File: src/rtl/altmemddr_local_arbiter.sv
// rtl/altmemddr_local_arbiter.sv - two-master round-robin arbiter for the DDR2 HP controller local port
//
// Ports:
//   clk, reset_n                      phy_clk and async active-low reset
//   mN_address/read_req/write_req     master N request (N = 0, 1), held until mN_ready
//   mN_wdata/mN_be                    master N write data, valid the cycle after mN_wdata_req
//   mN_ready/wdata_req                master N accept and write-data strobes
//   mN_rdata/rdata_valid              read data broadcast and per-master valid
//   local_*                           controller local interface
//   tag_error                         sticky: a data return arrived with no outstanding tag

// Single-bit tag FIFO holding the id of the master that owns each outstanding transfer.
module altmemddr_local_tag_fifo #(
  parameter int DEPTH = 8,
  localparam int PW = $clog2(DEPTH),
  localparam int CW = PW + 1
) (
  input  logic          clk,
  input  logic          reset_n,
  input  logic          push,
  input  logic          push_id,
  input  logic          pop,
  output logic          head,
  output logic          empty,
  output logic [CW-1:0] count
);
  logic [DEPTH-1:0] mem;
  logic [PW-1:0]    wr_ptr;
  logic [PW-1:0]    rd_ptr;
  logic             pop_ok;

  // A pop on an empty FIFO is ignored here; the parent flags it.
  assign pop_ok = pop & ~empty;
  assign empty  = (count == '0);
  assign head   = mem[rd_ptr];

  always_ff @(posedge clk or negedge reset_n) begin
    if (!reset_n) begin
      mem    <= '0;
      wr_ptr <= '0;
      rd_ptr <= '0;
      count  <= '0;
    end else begin
      if (push) begin
        mem[wr_ptr] <= push_id;
        wr_ptr      <= wr_ptr + 1'b1;
      end
      if (pop_ok) begin
        rd_ptr <= rd_ptr + 1'b1;
      end
      count <= count + CW'(push) - CW'(pop_ok);
    end
  end
endmodule

module altmemddr_local_arbiter #(
  parameter int ADDR_W    = 23,
  parameter int DATA_W    = 64,
  parameter int BE_W      = 8,
  parameter int TAG_DEPTH = 8
) (
  input  logic              clk,
  input  logic              reset_n,
  input  logic [ADDR_W-1:0] m0_address,
  input  logic              m0_read_req,
  input  logic              m0_write_req,
  input  logic [DATA_W-1:0] m0_wdata,
  input  logic [BE_W-1:0]   m0_be,
  output logic              m0_ready,
  output logic              m0_wdata_req,
  output logic [DATA_W-1:0] m0_rdata,
  output logic              m0_rdata_valid,
  input  logic [ADDR_W-1:0] m1_address,
  input  logic              m1_read_req,
  input  logic              m1_write_req,
  input  logic [DATA_W-1:0] m1_wdata,
  input  logic [BE_W-1:0]   m1_be,
  output logic              m1_ready,
  output logic              m1_wdata_req,
  output logic [DATA_W-1:0] m1_rdata,
  output logic              m1_rdata_valid,
  input  logic              local_init_done,
  input  logic              local_ready,
  input  logic              local_wdata_req,
  input  logic              local_rdata_valid,
  input  logic [DATA_W-1:0] local_rdata,
  output logic [ADDR_W-1:0] local_address,
  output logic              local_read_req,
  output logic              local_write_req,
  output logic              local_burstbegin,
  output logic              local_size,
  output logic [DATA_W-1:0] local_wdata,
  output logic [BE_W-1:0]   local_be,
  output logic              tag_error
);
  localparam int CW = $clog2(TAG_DEPTH) + 1;

  typedef enum logic [1:0] {IDLE, LOCK0, LOCK1} state_t;

  state_t            state, state_n;
  logic              last;
  logic              wsel;
  logic [ADDR_W-1:0] addr_q;

  logic              w_head, w_empty, r_head, r_empty;
  logic [CW-1:0]     w_count, r_count;
  logic              w_room, r_room;
  logic              elig0, elig1;
  logic              sel, fwd, sel_wr, accept;

  // Fullness uses the registered count, so a same-cycle pop never unmasks a request.
  assign w_room = (w_count < CW'(TAG_DEPTH));
  assign r_room = (r_count < CW'(TAG_DEPTH));

  // Write wins over read when a master raises both, so eligibility follows the write FIFO then.
  assign elig0 = local_init_done &
                 ((m0_write_req & w_room) | (m0_read_req & ~m0_write_req & r_room));
  assign elig1 = local_init_done &
                 ((m1_write_req & w_room) | (m1_read_req & ~m1_write_req & r_room));

  always_comb begin
    state_n = state;
    sel     = 1'b0;
    fwd     = 1'b0;
    case (state)
      IDLE: begin
        sel = (elig0 & elig1) ? ~last : elig1;
        fwd = elig0 | elig1;
        if (fwd && !local_ready) begin
          state_n = sel ? LOCK1 : LOCK0;
        end
      end
      LOCK0: begin
        sel = 1'b0;
        fwd = elig0;
        // Leaving on a dropped request abandons the stalled transfer without a handshake.
        if (!elig0 || local_ready) state_n = IDLE;
      end
      LOCK1: begin
        sel = 1'b1;
        fwd = elig1;
        if (!elig1 || local_ready) state_n = IDLE;
      end
      default: state_n = IDLE;
    endcase
    if (!reset_n) fwd = 1'b0;
  end

  assign sel_wr           = sel ? m1_write_req : m0_write_req;
  assign local_write_req  = fwd & sel_wr;
  assign local_read_req   = fwd & ~sel_wr;
  assign local_burstbegin = local_read_req | local_write_req;
  assign local_size       = 1'b1;
  assign local_address    = fwd ? (sel ? m1_address : m0_address) : addr_q;
  assign accept           = fwd & local_ready;
  assign m0_ready         = accept & ~sel;
  assign m1_ready         = accept & sel;

  altmemddr_local_tag_fifo #(.DEPTH(TAG_DEPTH)) u_wtag (
    .clk     (clk),
    .reset_n (reset_n),
    .push    (accept & local_write_req),
    .push_id (sel),
    .pop     (local_wdata_req),
    .head    (w_head),
    .empty   (w_empty),
    .count   (w_count)
  );

  altmemddr_local_tag_fifo #(.DEPTH(TAG_DEPTH)) u_rtag (
    .clk     (clk),
    .reset_n (reset_n),
    .push    (accept & local_read_req),
    .push_id (sel),
    .pop     (local_rdata_valid),
    .head    (r_head),
    .empty   (r_empty),
    .count   (r_count)
  );

  assign m0_wdata_req   = reset_n & local_wdata_req & ~w_empty & ~w_head;
  assign m1_wdata_req   = reset_n & local_wdata_req & ~w_empty &  w_head;
  assign m0_rdata_valid = reset_n & local_rdata_valid & ~r_empty & ~r_head;
  assign m1_rdata_valid = reset_n & local_rdata_valid & ~r_empty &  r_head;
  assign m0_rdata       = local_rdata;
  assign m1_rdata       = local_rdata;

  // Controller samples write data one cycle after local_wdata_req; wsel remembers whose it is.
  assign local_wdata = wsel ? m1_wdata : m0_wdata;
  assign local_be    = wsel ? m1_be : m0_be;

  always_ff @(posedge clk or negedge reset_n) begin
    if (!reset_n) begin
      state     <= IDLE;
      last      <= 1'b1;
      wsel      <= 1'b0;
      addr_q    <= '0;
      tag_error <= 1'b0;
    end else begin
      state <= state_n;
      if (accept) last <= sel;
      if (fwd) addr_q <= local_address;
      if (local_wdata_req && !w_empty) wsel <= w_head;
      if ((local_wdata_req && w_empty) || (local_rdata_valid && r_empty)) tag_error <= 1'b1;
    end
  end
endmodule

File: config.mk
export PLATFORM = sky130hd
export DESIGN_NAME = altmemddr_local_arbiter
export DESIGN_NICKNAME = d
export VERILOG_FILES = /design/src/rtl/altmemddr_local_arbiter.sv
export SDC_FILE = /design/constraint.sdc
export NUM_CORES = 1
export LEC_CHECK = 0
export BUFFER_PORTS_ARGS = -buffer_cell sky130_fd_sc_hd__clkbuf_2
export CAP_MARGIN = 15
export CELL_PAD_IN_SITES_DETAIL_PLACEMENT = 0
export CELL_PAD_IN_SITES_GLOBAL_PLACEMENT = 1
export CORE_AREA = 10 10 184 186
export CTS_CLUSTER_SIZE = 16
export DETAILED_ROUTE_END_ITERATION = 7
export DIE_AREA = 0 0 194 196
export PLACE_DENSITY_LB_ADDON = 0.1
export SLEW_MARGIN = 25
export SYNTH_ARGS = -nofsm -noshare
export SYNTH_HDL_FRONTEND = slang
export SYNTH_SLANG_ARGS = --single-unit
File: constraint.sdc
create_clock -name clk -period 4.98 [get_ports clk]
set_clock_uncertainty 0.2 [all_clocks]
set_input_delay 0 -clock clk [delete_from_list [all_inputs] [get_ports clk]]
set_output_delay 0 -clock clk [all_outputs]
set_load 0.03 [all_outputs]
==> flow_metrics.tcl, run 1 <==
set metrics [dict create \
    ant_nets 0 \
    drc_errors 0 \
    clkSinkCount 64 \
    clk_pin_slew_ns 0.06 \
    synth_edf_count 0 \
    nNetsFinal 1101 \
    post-cts-setup-buffers 0 \
    cp.arrival_ns 3.24 \
    ir_drop_uv 186 \
    rsz0062_at_grt "no" \
    yosys_warnings 0 \
    area_growth_pct 47.5 \
    p_seq_frac 0.254 \
    path_cells "nor3b_1, o21a_1, a211o_1, nand3_1, nor2_1, inv_1, ha_1, inv_1, ha_1, fa_1, xor2_1" \
    r2r.worst_path.cells 11 \
    drive_above_1_share 0.517 \
    cap_violations 0 \
    cp-start-kind "register" \
    cts_tree "yes" \
    cts_buffer_depth 2 \
    p_int_mw 2.00 \
    mappedNetlistNets 818 \
    syn_avg_cell_area_um2 9.84 \
    firstDrtPassIters 4 \
    path_class "register to register" \
    synthFlopType "dfrtp_1" \
    initial_core_util 0.175 \
    routedWlPerCell_um 23.3 \
    layout_commonest_cell "clkbuf_2" \
    grt_overflow 0 \
    setup_viol 0 \
    grt_pass1_wl_mm 39.8 \
    die_h_um 196 \
    critical_path_required_ns 5.01 \
    switching_share 0.465 \
    placeableCoreArea_mm2 0.0303 \
    grt_pass1_vias 5305 \
    maxSlewViolCount 0 \
    setup_ws_ns 1.77 \
    worst-path-max-fanout 13 \
    pwr-share-comb 0.545 \
    cts_buffers 9 \
    dp.cells 1089 \
    antenna_found_initial 14 \
    grt_max_degree 74 \
    slowest_delay_ns 0.40 \
    clkPwrFrac 0.201 \
    async_flop_share 1.00 \
    dp_hpwl_mm 23.7 \
    htree_levels 3 \
    crit_start "u_rtag.count[3]$_DFF_PN0_" \
    hold_class "input pin to register" \
    place_area_mm2 0.00628 \
    cp_num_cells 11 \
    ys_seq_area_frac 0.303 \
    vias 4840 \
    die_area_mm2 0.0380 \
    power_density_mw_per_mm2 479 \
    num_rows 64 \
    synthCells 538 \
    timing.hold.ws_ns 0.0210 \
    reg2reg_to "u_rtag.count[2]$_DFF_PN0_" \
    globalplace.congestion 0.883 \
    fp.dieW_um 194 \
    critPathSlowestCell "dfrtp_1" \
    crit_path_end "u_rtag.count[2]$_DFF_PN0_" \
    crit_family "simple AND/OR/NAND/NOR gates" \
    reg2reg_slack_ns 1.77 \
    p_total_mw 3.74 \
    cts_resized 0 \
    synth_seq_cells 64 \
    fin_area_mm2 0.00781 \
    grtUsageTotal 0.141 \
    synth_cell_types 47 \
    min_period_over_period 0.645 \
    viasPerCell 3.95 \
    power_leakage_nw 3.79 \
    worst_pin_slew_ns 1.01 \
    layout.cells.non_filler 1224 \
    cts_hold_buffers 117 \
    relSlewSlack 0.326 \
    fin_util 0.258 \
    synth.cell_area_mm2 0.00530 \
    final_cell_mix "clkbuf_2 (304), dlygate4sd3_1 (117), mux2_2 (87)" \
    hold_violations 0 \
    clockRootBuffer "clkbuf_16" \
    wirelength_mm 28.5 \
    numPortBuffers 304 \
    dpl_worst_slack_ns 1.74 \
    clk_latency_ns 0.34 \
    max_freq_mhz 312 \
    endpoint_kind "register" \
    finalCriticalPeriod_ns 3.21 \
    r2r-start "u_rtag.count[3]$_DFF_PN0_" \
    outcome "completed" \
    hp-start "m0_write_req" \
    drt_iter0_drc 126 \
    fin_setup_tns_ns 0 \
    cp.buffers_inverters 2 \
    p_sw_mw 1.74 \
    io_pins 498 \
]
power by group through the flow:
| stage | Combinational (mW) | Sequential [mW] | Clock [mW] |
|---|---|---|---|
| floorplan | 1.54 | 0.844 | 0 |
| finish | 2.04 | 0.949 | 0.752 |
| detailed placement | 1.82 | 0.958 | 0 |
| global placement | 1.82 | 0.953 | 0 |
| global route | 2.23 | 0.984 | 0.804 |
| CTS | 2.08 | 0.954 | 0.782 |
per-layer routing:
layer	track usage	vias up	routed length, µm
met4	0.0376	10	559
met3	0.0754	40	3300
met2	0.225	284	13300
met5	0	-	66
met1	0.161	2209	11300
li1	-	2297	-
flip-flops by register name, indices dropped and copies added, names as in the netlist:
| register | flops |
|---|---|
| addr_q | 23 |
| last | 1 |
| state | 2 |
| tag_error | 1 |
| u_rtag.count | 4 |
| u_rtag.mem | 8 |
| u_rtag.rd_ptr | 3 |
| u_rtag.wr_ptr | 3 |
| u_wtag.count | 4 |
| u_wtag.mem | 8 |
| u_wtag.rd_ptr | 3 |
| u_wtag.wr_ptr | 3 |
| wsel | 1 |
cell usage after synthesis (2+ instances only):
library cell	count	area share
a21o_1	3	0.0043
a21oi_1	3	0.0028
a31oi_1	2	0.0024
and2_1	2	0.0024
and3_1	3	0.0035
buf_2	4	0.0038
buf_4	131	0.19
clkbuf_1	16	0.011
dfrtp_1	63	0.30
fa_1	2	0.0076
ha_1	14	0.033
inv_1	17	0.012
mux2_1	6	0.013
mux2_2	87	0.18
mux2i_1	24	0.045
mux4_2	4	0.017
nand2_1	39	0.028
nand3_1	4	0.0038
nand4_1	7	0.0083
nand4b_1	2	0.0033
nor2_1	13	0.0092
nor2b_1	5	0.0059
nor3_1	2	0.0019
nor4_1	3	0.0035
nor4b_4	2	0.0090
o21a_1	2	0.0028
o21ai_0	48	0.045
xnor2_1	8	0.013
xor2_1	4	0.0066
tightest hold or removal path, cell delays in order:
cell and delay (ns):
clkbuf_2 0.11, nor3b_2 0.06, o21ai_0 0.17, mux2_2 0.15, nor3_1 0.04
final cells by class:
| class | instances | area [µm²] |
|---|---|---|
| Antenna cell | 2 | 5.00 |
| Clock inverter | 7 | 125 |
| Sequential cell | 64 | 1610 |
| Clock buffer | 9 | 225 |
| Timing Repair Buffer | 425 | 2720 |
| Fill cell | 3282 | 22500 |
| Tap cell | 396 | 495 |
| Inverter | 18 | 67.6 |
| Multi-Input combinational cell | 303 | 2560 |
kinds of logic (layout without fill, tap and decap cells):
group,count (synthesis),after routing,share of synthesized area
AOI/OAI and AO/OA,63,63,0.0654
xor gates and xnor gates,12,12,0.0198
adders and majority gates,16,16,0.0406
buffers and inverters,171,459,0.216
DFF,64,64,0.303
muxes,121,121,0.260
other,1,3,0.000708
and+or+nand+nor,90,90,0.0943
how the worst min path moves through the flow:
stage	to	slack (ns)	depth (start not counted)
final	state[0]$_DFFE_PN0P_	0.02	5
after global placement	u_rtag.count[3]$_DFF_PN0_	-0.35	1
after global routing	state[0]$_DFFE_PN0P_	0.05	5
after floorplan	addr_q[0]$_DFFE_PN0N_	-0.50	0
after CTS	state[0]$_DFFE_PN0P_	0.004	5
after detailed placement	u_rtag.count[3]$_DFF_PN0_	-0.35	1
Power figures use the tool's default switching activity.
==> run 2: changes to the inputs <==
Settings changed: CORE_AREA 10 10 184 186 to 10 10 185 187, DIE_AREA 0 0 194 196 to 0 0 195 197.
Clock period 4.98 ns to 3.2 ns, I/O delays scaled along.
==> run 2 against run 1 <==
  * Critical path depth decreased by 3
  * Via count increased by 1.9%
  * Core utilization decreased by 0.054 points
  * Final area increased by 0.32%
  * Sequential share of layout area decreased by 0.098 points
  * Combinational power increased by 59%
  * Power increased by 54%
  * Count of clock-buffer cells in the layout unchanged
  * Critical path type unchanged
  * Critical endpoint is now addr_q[14]$_DFFE_PN0N_
==> flow_metrics.tcl, run 2 (synthesis gave the netlist of run 1 again) <==
set metrics [dict create \
    outcome "completed" \
    post-cts-setup-buffers 0 \
    path_class "register to register" \
    dpl_worst_slack_ns 0.434 \
    grt_pass1_vias 5401 \
    setup_ws_ns 0.349 \
    hp-start "m0_write_req" \
    regMostFlops "addr_q" \
    clk_pin_slew_ns 0.06 \
    setup_viol 0 \
    globalplace.congestion 0.940 \
    viasPerCell 4.02 \
    die_h_um 197 \
    cap_violations 0 \
    cts_buffer_depth 2 \
    largest_reg_flops 23 \
    hold_class "input pin to register" \
    max_freq_mhz 351 \
    met1_length_mm 11.7 \
    wl_met2_mm 13.9 \
    cts_resized 0 \
    layout_commonest_cell "clkbuf_2" \
    clk_latency_ns 0.33 \
    drt_iter0_drc 99 \
    drc_errors 0 \
    dp_hpwl_mm 23.7 \
    clockRootBuffer "clkbuf_16" \
    ir_drop_uv 313 \
    timing.hold.ws_ns 0.0257 \
    cp-start-kind "register" \
    cts_hold_buffers 117 \
    nNetsFinal 1106 \
    fin_area_mm2 0.00784 \
    ant_nets 0 \
    relSlewSlack 0.454 \
    grt_overflow 0 \
    grt_max_degree 72 \
    vias 4932 \
    htree_levels 3 \
    worst-path-max-fanout 23 \
    fillers 3296 \
    routedWlPerCell_um 23.4 \
    route.top_layer_used "met5" \
    cts_buffers 9 \
    area_growth_pct 47.9 \
    min_period_over_period 0.891 \
    rsz0062_at_grt "no" \
    grt_pass1_wl_mm 40.1 \
    die_area_mm2 0.0384 \
    hold_violations 0 \
    antenna_found_initial 18 \
    placeableCoreArea_mm2 0.0304 \
    wl_met3_mm 2.71 \
    endpoint_kind "register" \
    firstDrtPassIters 6 \
    grtUsageTotal 0.139 \
    clkSinkCount 64 \
    finalCriticalPeriod_ns 2.85 \
    cts_tree "yes" \
    final_cell_mix "clkbuf_2 (304), dlygate4sd3_1 (117), mux2_2 (87)" \
    cp.arrival_ns 2.84 \
    reg.largest.list "addr_q: 23 flops, u_rtag.mem: 8 flops, u_wtag.mem: 8 flops" \
    r2r-start "u_rtag.count[3]$_DFF_PN0_" \
    power_leakage_nw 3.81 \
    num_rows 64 \
    drive_above_1_share 0.520 \
    io_pins 498 \
    wirelength_mm 28.7 \
    initial_core_util 0.174 \
    maxSlewViolCount 0 \
    fin_util 0.257 \
    worst_pin_slew_ns 0.819 \
    crit_start "u_rtag.count[3]$_DFF_PN0_" \
    fp.dieW_um 195 \
    numPortBuffers 304 \
    power_density_mw_per_mm2 733 \
    reg2reg_slack_ns 0.35 \
    place_area_mm2 0.00633 \
    critical_path_required_ns 3.19 \
    fin_setup_tns_ns 0 \
]
run 2: area by class of cell:
cell class,count,area (µm²),share of cell area
sequential,64,1600,0.205
clock buffer,9,225,0.0287
clock inverter,7,105,0.0134
antenna,1,2.50,0.000319
timing repair buffer,430,2770,0.354
inverter,18,67.6,0.00862
tap,396,495,0.0632
multi-input combinational,303,2560,0.327
run 2: path summary, 6_finish.rpt:
path,to,cells after the start
max,addr_q[14]$_DFFE_PN0N_,8
min,state[0]$_DFFE_PN0P_,5
max reg2reg,addr_q[14]$_DFFE_PN0N_,8
min reg2reg,addr_q[12]$_DFFE_PN0N_,2
max in group asynchronous,wsel$_DFFE_PN0P_,3
min in group asynchronous,addr_q[22]$_DFFE_PN0N_,3
run 2: per-layer routing:
layer / GRT usage / vias up
met2: 0.233 / 284
met3: 0.0579 / 36
met1: 0.165 / 2298
li1: - / 2308
met4: 0.0257 / 6
met5: 0 / -
run 2: through the flow:
stage                     instances  power, mW
after floorplan                 538       3.71
after global placement         1094       4.32
after detailed placement       1094       4.33
after CTS                      1227       5.86
after global routing           1228       6.18
final                          1228       5.74
run 2: power breakdown:
group          switching [mW]  internal, mW
registers               0.272          1.14
logic                    2.02          1.22
clock network           0.394         0.691
total                    2.69          3.05
run 2: worst max-delay path, cell delays in order (launching register included):
cell and delay (ns):
dfrtp_1 0.41, nor3b_1 0.28, o21a_1 0.20, a21oi_1 0.13, nor2_4 0.12, buf_4 0.36
mux2i_1 0.32, dlygate4sd3_1 0.59, o21ai_0 0.07
